$ cat src/rtl/payload_scan_ctrl.sv
// Payload scan controller: sequences one packet at a time through a bank of
// sticky matching engines, then summarises the bank into a single result
// (hit flag, lowest matching rule, match count, scanned length, truncation).
module payload_scan_ctrl #(
  parameter int NUM_ENGINES = 128,
  parameter int DRAIN_CYC   = 2,
  parameter int LEN_W       = 16,
  localparam int RULE_W     = $clog2(NUM_ENGINES),
  localparam int CNT_W      = $clog2(NUM_ENGINES + 1)
) (
  input  logic                   clk,
  input  logic                   rst,
  input  logic [7:0]             s_byte,
  input  logic                   s_valid,
  input  logic                   s_sop,
  input  logic                   s_eop,
  output logic                   s_ready,
  output logic [7:0]             eng_byte,
  output logic                   eng_byte_vld,
  output logic                   eng_en,
  output logic                   eng_sod,
  input  logic [NUM_ENGINES-1:0] eng_match,
  output logic                   res_valid,
  input  logic                   res_ready,
  output logic                   res_hit,
  output logic [RULE_W-1:0]      res_rule,
  output logic [CNT_W-1:0]       res_cnt,
  output logic [LEN_W-1:0]       res_len,
  output logic                   res_trunc,
  output logic [15:0]            drop_cnt
);

  localparam int DC_W = $clog2(DRAIN_CYC + 1);

  typedef enum logic [2:0] {
    ST_IDLE  = 3'd0,
    ST_SOD   = 3'd1,
    ST_SCAN  = 3'd2,
    ST_DRAIN = 3'd3,
    ST_CAPT  = 3'd4,
    ST_RES   = 3'd5
  } state_t;

  state_t            state_r, state_nxt_s;
  logic              s_ready_s;
  logic              scan_acc_s;
  logic              trunc_set_s;
  logic [LEN_W-1:0]  len_r;
  logic              trunc_r;
  logic [DC_W-1:0]   drain_cnt_r;
  logic              sod_r;
  logic [7:0]        eng_byte_r;
  logic              eng_byte_vld_r;
  logic              eng_en_r;
  logic              res_valid_r;
  logic              res_hit_r;
  logic [RULE_W-1:0] res_rule_r;
  logic [CNT_W-1:0]  res_cnt_r;
  logic [LEN_W-1:0]  res_len_r;
  logic              res_trunc_r;
  logic [15:0]       drop_cnt_r;

  // Index of the lowest set bit; 0 when nothing is set.
  function automatic logic [RULE_W-1:0] lowest_idx(input logic [NUM_ENGINES-1:0] m);
    logic [RULE_W-1:0] idx;
    idx = {RULE_W{1'b0}};
    for (int i = NUM_ENGINES - 1; i >= 0; i--) begin
      if (m[i]) idx = RULE_W'(i);
    end
    return idx;
  endfunction

  // Number of set bits.
  function automatic logic [CNT_W-1:0] pop_count(input logic [NUM_ENGINES-1:0] m);
    logic [CNT_W-1:0] cnt;
    cnt = {CNT_W{1'b0}};
    for (int i = 0; i < NUM_ENGINES; i++) begin
      cnt = cnt + {{(CNT_W-1){1'b0}}, m[i]};
    end
    return cnt;
  endfunction

  // A new sop arriving mid-packet closes the current one; the sop byte is left pending.
  assign trunc_set_s = (state_r == ST_SCAN) && s_valid && s_sop && (len_r != {LEN_W{1'b0}});
  assign scan_acc_s  = (state_r == ST_SCAN) && s_valid && s_ready_s;

  // Next-state and input back-pressure.
  always_comb begin
    state_nxt_s = state_r;
    s_ready_s   = 1'b0;
    case (state_r)
      ST_IDLE: begin
        s_ready_s = ~s_sop;
        if (s_valid && s_sop) state_nxt_s = ST_SOD;
        else                  state_nxt_s = ST_IDLE;
      end
      ST_SOD: begin
        state_nxt_s = ST_SCAN;
      end
      ST_SCAN: begin
        if (trunc_set_s) begin
          s_ready_s   = 1'b0;
          state_nxt_s = ST_DRAIN;
        end else begin
          s_ready_s = 1'b1;
          if (s_valid && s_eop) state_nxt_s = ST_DRAIN;
          else                  state_nxt_s = ST_SCAN;
        end
      end
      ST_DRAIN: begin
        if (drain_cnt_r == {DC_W{1'b0}}) state_nxt_s = ST_CAPT;
        else                             state_nxt_s = ST_DRAIN;
      end
      ST_CAPT: begin
        state_nxt_s = ST_RES;
      end
      ST_RES: begin
        if (res_ready) state_nxt_s = ST_IDLE;
        else           state_nxt_s = ST_RES;
      end
      default: begin
        state_nxt_s = ST_IDLE;
      end
    endcase
  end

  // State register.
  always_ff @(posedge clk or posedge rst) begin
    if (rst) state_r <= ST_IDLE;
    else     state_r <= state_nxt_s;
  end

  // Engine-side drive: byte and enables are registered, so engines see a byte one cycle after acceptance.
  always_ff @(posedge clk or posedge rst) begin
    if (rst) begin
      eng_byte_r     <= 8'd0;
      eng_byte_vld_r <= 1'b0;
      eng_en_r       <= 1'b0;
      sod_r          <= 1'b0;
    end else begin
      if (scan_acc_s) eng_byte_r <= s_byte;
      else            eng_byte_r <= eng_byte_r;
      eng_byte_vld_r <= scan_acc_s;
      eng_en_r       <= scan_acc_s || (state_r == ST_DRAIN);
      sod_r          <= (state_nxt_s == ST_SOD);
    end
  end

  // Per-packet length, truncation flag and drain down-counter.
  always_ff @(posedge clk or posedge rst) begin
    if (rst) begin
      len_r       <= {LEN_W{1'b0}};
      trunc_r     <= 1'b0;
      drain_cnt_r <= {DC_W{1'b0}};
    end else begin
      if (state_r == ST_SOD)                             len_r <= {LEN_W{1'b0}};
      else if (scan_acc_s && (len_r != {LEN_W{1'b1}}))   len_r <= len_r + LEN_W'(1'b1);
      else                                               len_r <= len_r;
      if (state_r == ST_SOD)   trunc_r <= 1'b0;
      else if (trunc_set_s)    trunc_r <= 1'b1;
      else                     trunc_r <= trunc_r;
      if (state_r != ST_DRAIN)                   drain_cnt_r <= DC_W'(DRAIN_CYC - 1);
      else if (drain_cnt_r != {DC_W{1'b0}})      drain_cnt_r <= drain_cnt_r - DC_W'(1'b1);
      else                                       drain_cnt_r <= drain_cnt_r;
    end
  end

  // Saturating count of stray non-sop bytes discarded while idle.
  always_ff @(posedge clk or posedge rst) begin
    if (rst) begin
      drop_cnt_r <= 16'd0;
    end else if ((state_r == ST_IDLE) && s_valid && !s_sop && (drop_cnt_r != 16'hFFFF)) begin
      drop_cnt_r <= drop_cnt_r + 16'd1;
    end else begin
      drop_cnt_r <= drop_cnt_r;
    end
  end

  // Capture the engine bank summary once the drain completes; held until the handshake.
  always_ff @(posedge clk or posedge rst) begin
    if (rst) begin
      res_valid_r <= 1'b0;
      res_hit_r   <= 1'b0;
      res_rule_r  <= {RULE_W{1'b0}};
      res_cnt_r   <= {CNT_W{1'b0}};
      res_len_r   <= {LEN_W{1'b0}};
      res_trunc_r <= 1'b0;
    end else begin
      res_valid_r <= (state_nxt_s == ST_RES);
      if (state_r == ST_CAPT) begin
        res_hit_r   <= |eng_match;
        res_rule_r  <= lowest_idx(eng_match);
        res_cnt_r   <= pop_count(eng_match);
        res_len_r   <= len_r;
        res_trunc_r <= trunc_r;
      end else begin
        res_hit_r   <= res_hit_r;
        res_rule_r  <= res_rule_r;
        res_cnt_r   <= res_cnt_r;
        res_len_r   <= res_len_r;
        res_trunc_r <= res_trunc_r;
      end
    end
  end

  assign s_ready      = s_ready_s & ~rst;
  assign eng_sod      = rst | sod_r;
  assign eng_byte     = eng_byte_r;
  assign eng_byte_vld = eng_byte_vld_r;
  assign eng_en       = eng_en_r;
  assign res_valid    = res_valid_r;
  assign res_hit      = res_hit_r;
  assign res_rule     = res_rule_r;
  assign res_cnt      = res_cnt_r;
  assign res_len      = res_len_r;
  assign res_trunc    = res_trunc_r;
  assign drop_cnt     = drop_cnt_r;

endmodule
$ cat config.mk
export PLATFORM = sky130hd
export DESIGN_NAME = payload_scan_ctrl
export DESIGN_NICKNAME = d
export VERILOG_FILES = /design/src/rtl/payload_scan_ctrl.sv
export SDC_FILE = /design/constraint.sdc
export NUM_CORES = 1
export LEC_CHECK = 0
export CAP_MARGIN = 20
export CORE_ASPECT_RATIO = 0.8
export CORE_MARGIN = 2
export CORE_UTILIZATION = 44
export DETAILED_ROUTE_END_ITERATION = 10
export PLACE_DENSITY = 0.8
export SYNTH_ARGS = -nofsm -noshare
export SYNTH_HDL_FRONTEND = slang
export SYNTH_SLANG_ARGS = --single-unit
$ cat constraint.sdc
create_clock -name clk -period 6.5 [get_ports clk]
set_input_delay 0.975 -clock clk [delete_from_list [all_inputs] [get_ports clk]]
set_output_delay 0.975 -clock clk [all_outputs]
set_load 0.05 [all_outputs]
==> flow_metrics.py <==
metrics = {
    "placed_design": {
        "gp_congestion": 1.01,
        "postPlaceCellArea_um2": 11800,
        "dp_hpwl_mm": 25.4,
        "dp_cells": 1525,
        "io_buffers": 203,
    },
    "finish": {
        "stdcell_count": 1549,
        "syn2layout_area_growth_pct": 41.6,
        "final_common_cell": "inv_1",
        "drive_above_1_share": 0.186,
        "final_cell_mix": "175 x inv_1, 140 x clkdlybuf4s50_1, 133 x buf_4, 109 x fa_1, 105 x nand2_1",
        "final_nets": 1569,
        "fin_util": 0.635,
        "design_area_um2": 12000,
    },
    "setup_path": {
        "cpMostUsedCell": "fa_1",
        "startpoint_type": "input port",
        "worst_path_max_delay_cell": "fa_1",
        "cp_slowest_stage_delay_ps": 590,
        "end_kind": "register",
        "path_class": "in -> reg",
        "critical_path_arrival_ps": 7540,
        "crit_start": "eng_match[29]",
        "reg2reg_from": "len_r[0]",
        "cp_data_required_time_ps": 6710,
        "path_delay_family": "adder cells",
        "cp_max_fo": 2,
        "worst-path-buf-inv": 7,
    },
    "hold_path": {
        "min-delay-start": "res_cnt[0]",
        "hold_class": "reg -> reg",
    },
    "outcome": {
        "status": "finished, violations left",
        "violations": "setup timing",
    },
    "timing": {
        "hold_viol": 0,
        "setup_viol": 7,
        "worst_slew_pin_slew_ps": 1120,
        "fmax_mhz": 136,
        "worst_clock_skew_ps": 7.22,
        "drv_slew": 0,
        "min_period_ps": 7330,
        "rsz0062_at_grt": "true",
        "slew_headroom": 0.246,
        "hold_slack_ps": 465,
        "timing.final.ws_setup_ps": -832,
        "post-route-period-util": 1.13,
    },
    "clock_network": {
        "clock-sinks": 83,
        "clock_latency_ps": 340,
        "cts.clk_slew.worst_paths_ps": 60,
        "ctsRootBufferMaster": "clkbuf_16",
        "numCtsBuffers": 9,
        "hold_buffers": 0,
        "cts_max_path_buffers": 2,
        "cts_tree": "built",
        "htree_levels": 3,
    },
    "route": {
        "avgViaCountPerCell": 5.31,
        "drtAntennaViolNets": 0,
        "wl_per_cell_um": 19.1,
        "drc_errors": 0,
        "firstDrtPassIters": 6,
        "vias": 8219,
        "finalWirelength_mm": 29.6,
        "drt-initial-drc-count": 637,
    },
    "synthesis": {
        "yosys_warnings": 0,
        "yosysSeqAreaShare": 0.245,
        "synth.distinct_cells": 61,
        "synth_fp_nets": 1233,
        "synth.cell_area_um2": 8490,
        "synth-edff-count": 0,
        "syn-mean-instance-area_um2": 8.98,
        "postSynthCellCount": 946,
        "synthArstFlopShare": 1.00,
        "synth_flop_cell": "dfrtp_1",
        "ys_ff_latch": 83,
    },
    "grt": {
        "track_usage": 0.300,
        "grt_pass1_wl_mm": 46.7,
        "grt_pass1_vias": 8358,
        "antenna_found_initial": 1,
        "grt_overflow": 0,
        "grt_max_degree": 48,
    },
    "die": {
        "die_h_um": 128,
        "core_area_um2": 18900,
        "ios": 204,
        "start_util": 0.449,
        "std_cell_rows": 45,
        "die_w_um": 159,
        "dieArea_um2": 20400,
    },
    "run": {
        "drv_cap": 0,
    },
}
[through the flow]
stage,setup TNS [ps],worst slack (ps)
floorplan,-4420,-855
global placement,-10590,-1600
detailed placement,-11320,-1750
CTS,-5580,-970
global route,-6160,-1060
finish,-4650,-832
[flip-flops by register name, indices dropped and copies added, names as in the netlist, 2 cells and up]
| name | count |
|---|---|
| drain_cnt_r | 2 |
| drop_cnt | 16 |
| eng_byte | 8 |
| len_r | 16 |
| res_cnt | 8 |
| res_len | 16 |
| res_rule | 7 |
| state_r | 3 |
[worst reg2reg max path: stages, from the launching register on]
cell	delay (ps)
dfrtp_1	400
inv_1	140
ha_1	180
nor3b_1	210
nand4_1	200
a21o_2	330
a211oi_4	410
nand4_1	180
xor2_1	150
nor2_1	50
[routing by layer]
layer | vias up | global-route usage | routed length [um]
met5 | - | 0 | 0
met4 | 0 | 0.0519 | 451
met3 | 44 | 0.0676 | 2600
met2 | 398 | 0.476 | 13400
met1 | 3978 | 0.429 | 13100
li1 | 3799 | - | -
[area by class of cell]
| type | instances | area [um^2] |
|---|---|---|
| fillers | 1609 | 6900 |
| inverters | 198 | 744 |
| repair buffers | 337 | 2900 |
| clock inverters | 6 | 71.3 |
| diodes | 4 | 10.0 |
| multi-input cells | 653 | 5660 |
| flip-flops and latches | 83 | 2080 |
| clock buffers | 10 | 239 |
| well taps | 258 | 323 |
[worst paths after layout]
path                                    end  slack [ps]  depth (start not counted)
max in group asynchronous        res_len[8]        4400                          3
min in group asynchronous       eng_byte[4]        1080                          2
worst max register to register     len_r[9]        4140                          9
worst min-delay path             res_cnt[0]         460                          2
worst min register to register   res_cnt[0]         460                          2
worst max-delay path             res_cnt[6]        -830                         25
[logic make-up (layout without fill, tap and decap cells)]
group,Yosys count,after routing,share of synthesized area
other cells,0,4,0
compound gates,141,141,0.108
mux,8,8,0.0106
buf+inv,210,551,0.0950
xor+xnor,36,36,0.0371
fa+ha+maj,145,145,0.315
simple gates,323,323,0.189
flops,83,83,0.245
[cell usage after synthesis, types with 3 or more instances]
library cell | count | share of area
buf_2 | 3 | 0.0018
a211oi_1 | 5 | 0.0044
xnor2_1 | 19 | 0.020
nor3_1 | 17 | 0.010
o2111ai_1 | 6 | 0.0062
a221oi_1 | 3 | 0.0031
nand3_1 | 23 | 0.014
nor4_1 | 36 | 0.027
fa_1 | 115 | 0.27
o211ai_1 | 4 | 0.0035
nand2b_1 | 10 | 0.0074
a2111oi_0 | 6 | 0.0062
nor2b_1 | 5 | 0.0037
o21a_1 | 5 | 0.0044
or2_2 | 3 | 0.0022
o21ai_0 | 32 | 0.019
nor2_1 | 69 | 0.031
dfrtp_1 | 83 | 0.24
a21oi_1 | 41 | 0.024
xor2_1 | 17 | 0.018
and3_1 | 10 | 0.0074
inv_1 | 198 | 0.088
a31oi_1 | 6 | 0.0044
ha_1 | 30 | 0.044
nand2_1 | 106 | 0.047
a21o_1 | 3 | 0.0027
o31ai_1 | 9 | 0.0080
and4_1 | 3 | 0.0031
or4_1 | 10 | 0.0088
o21bai_1 | 3 | 0.0027
o41ai_1 | 3 | 0.0031
clkbuf_1 | 7 | 0.0031
nor3b_1 | 3 | 0.0027
mux2_2 | 8 | 0.011
nand4_1 | 12 | 0.0088
[what timing repair did]
item                                    in CTS  in global routing
endpoints found under the setup margin       8                  8
resized for setup                          160                 34
buffers inserted                             5                  1
pin swaps                                   58                 39
Power is left out: the tool's default activity adds up to more than one toggle a clock period on the data nets, which glitch-free logic cannot reach.
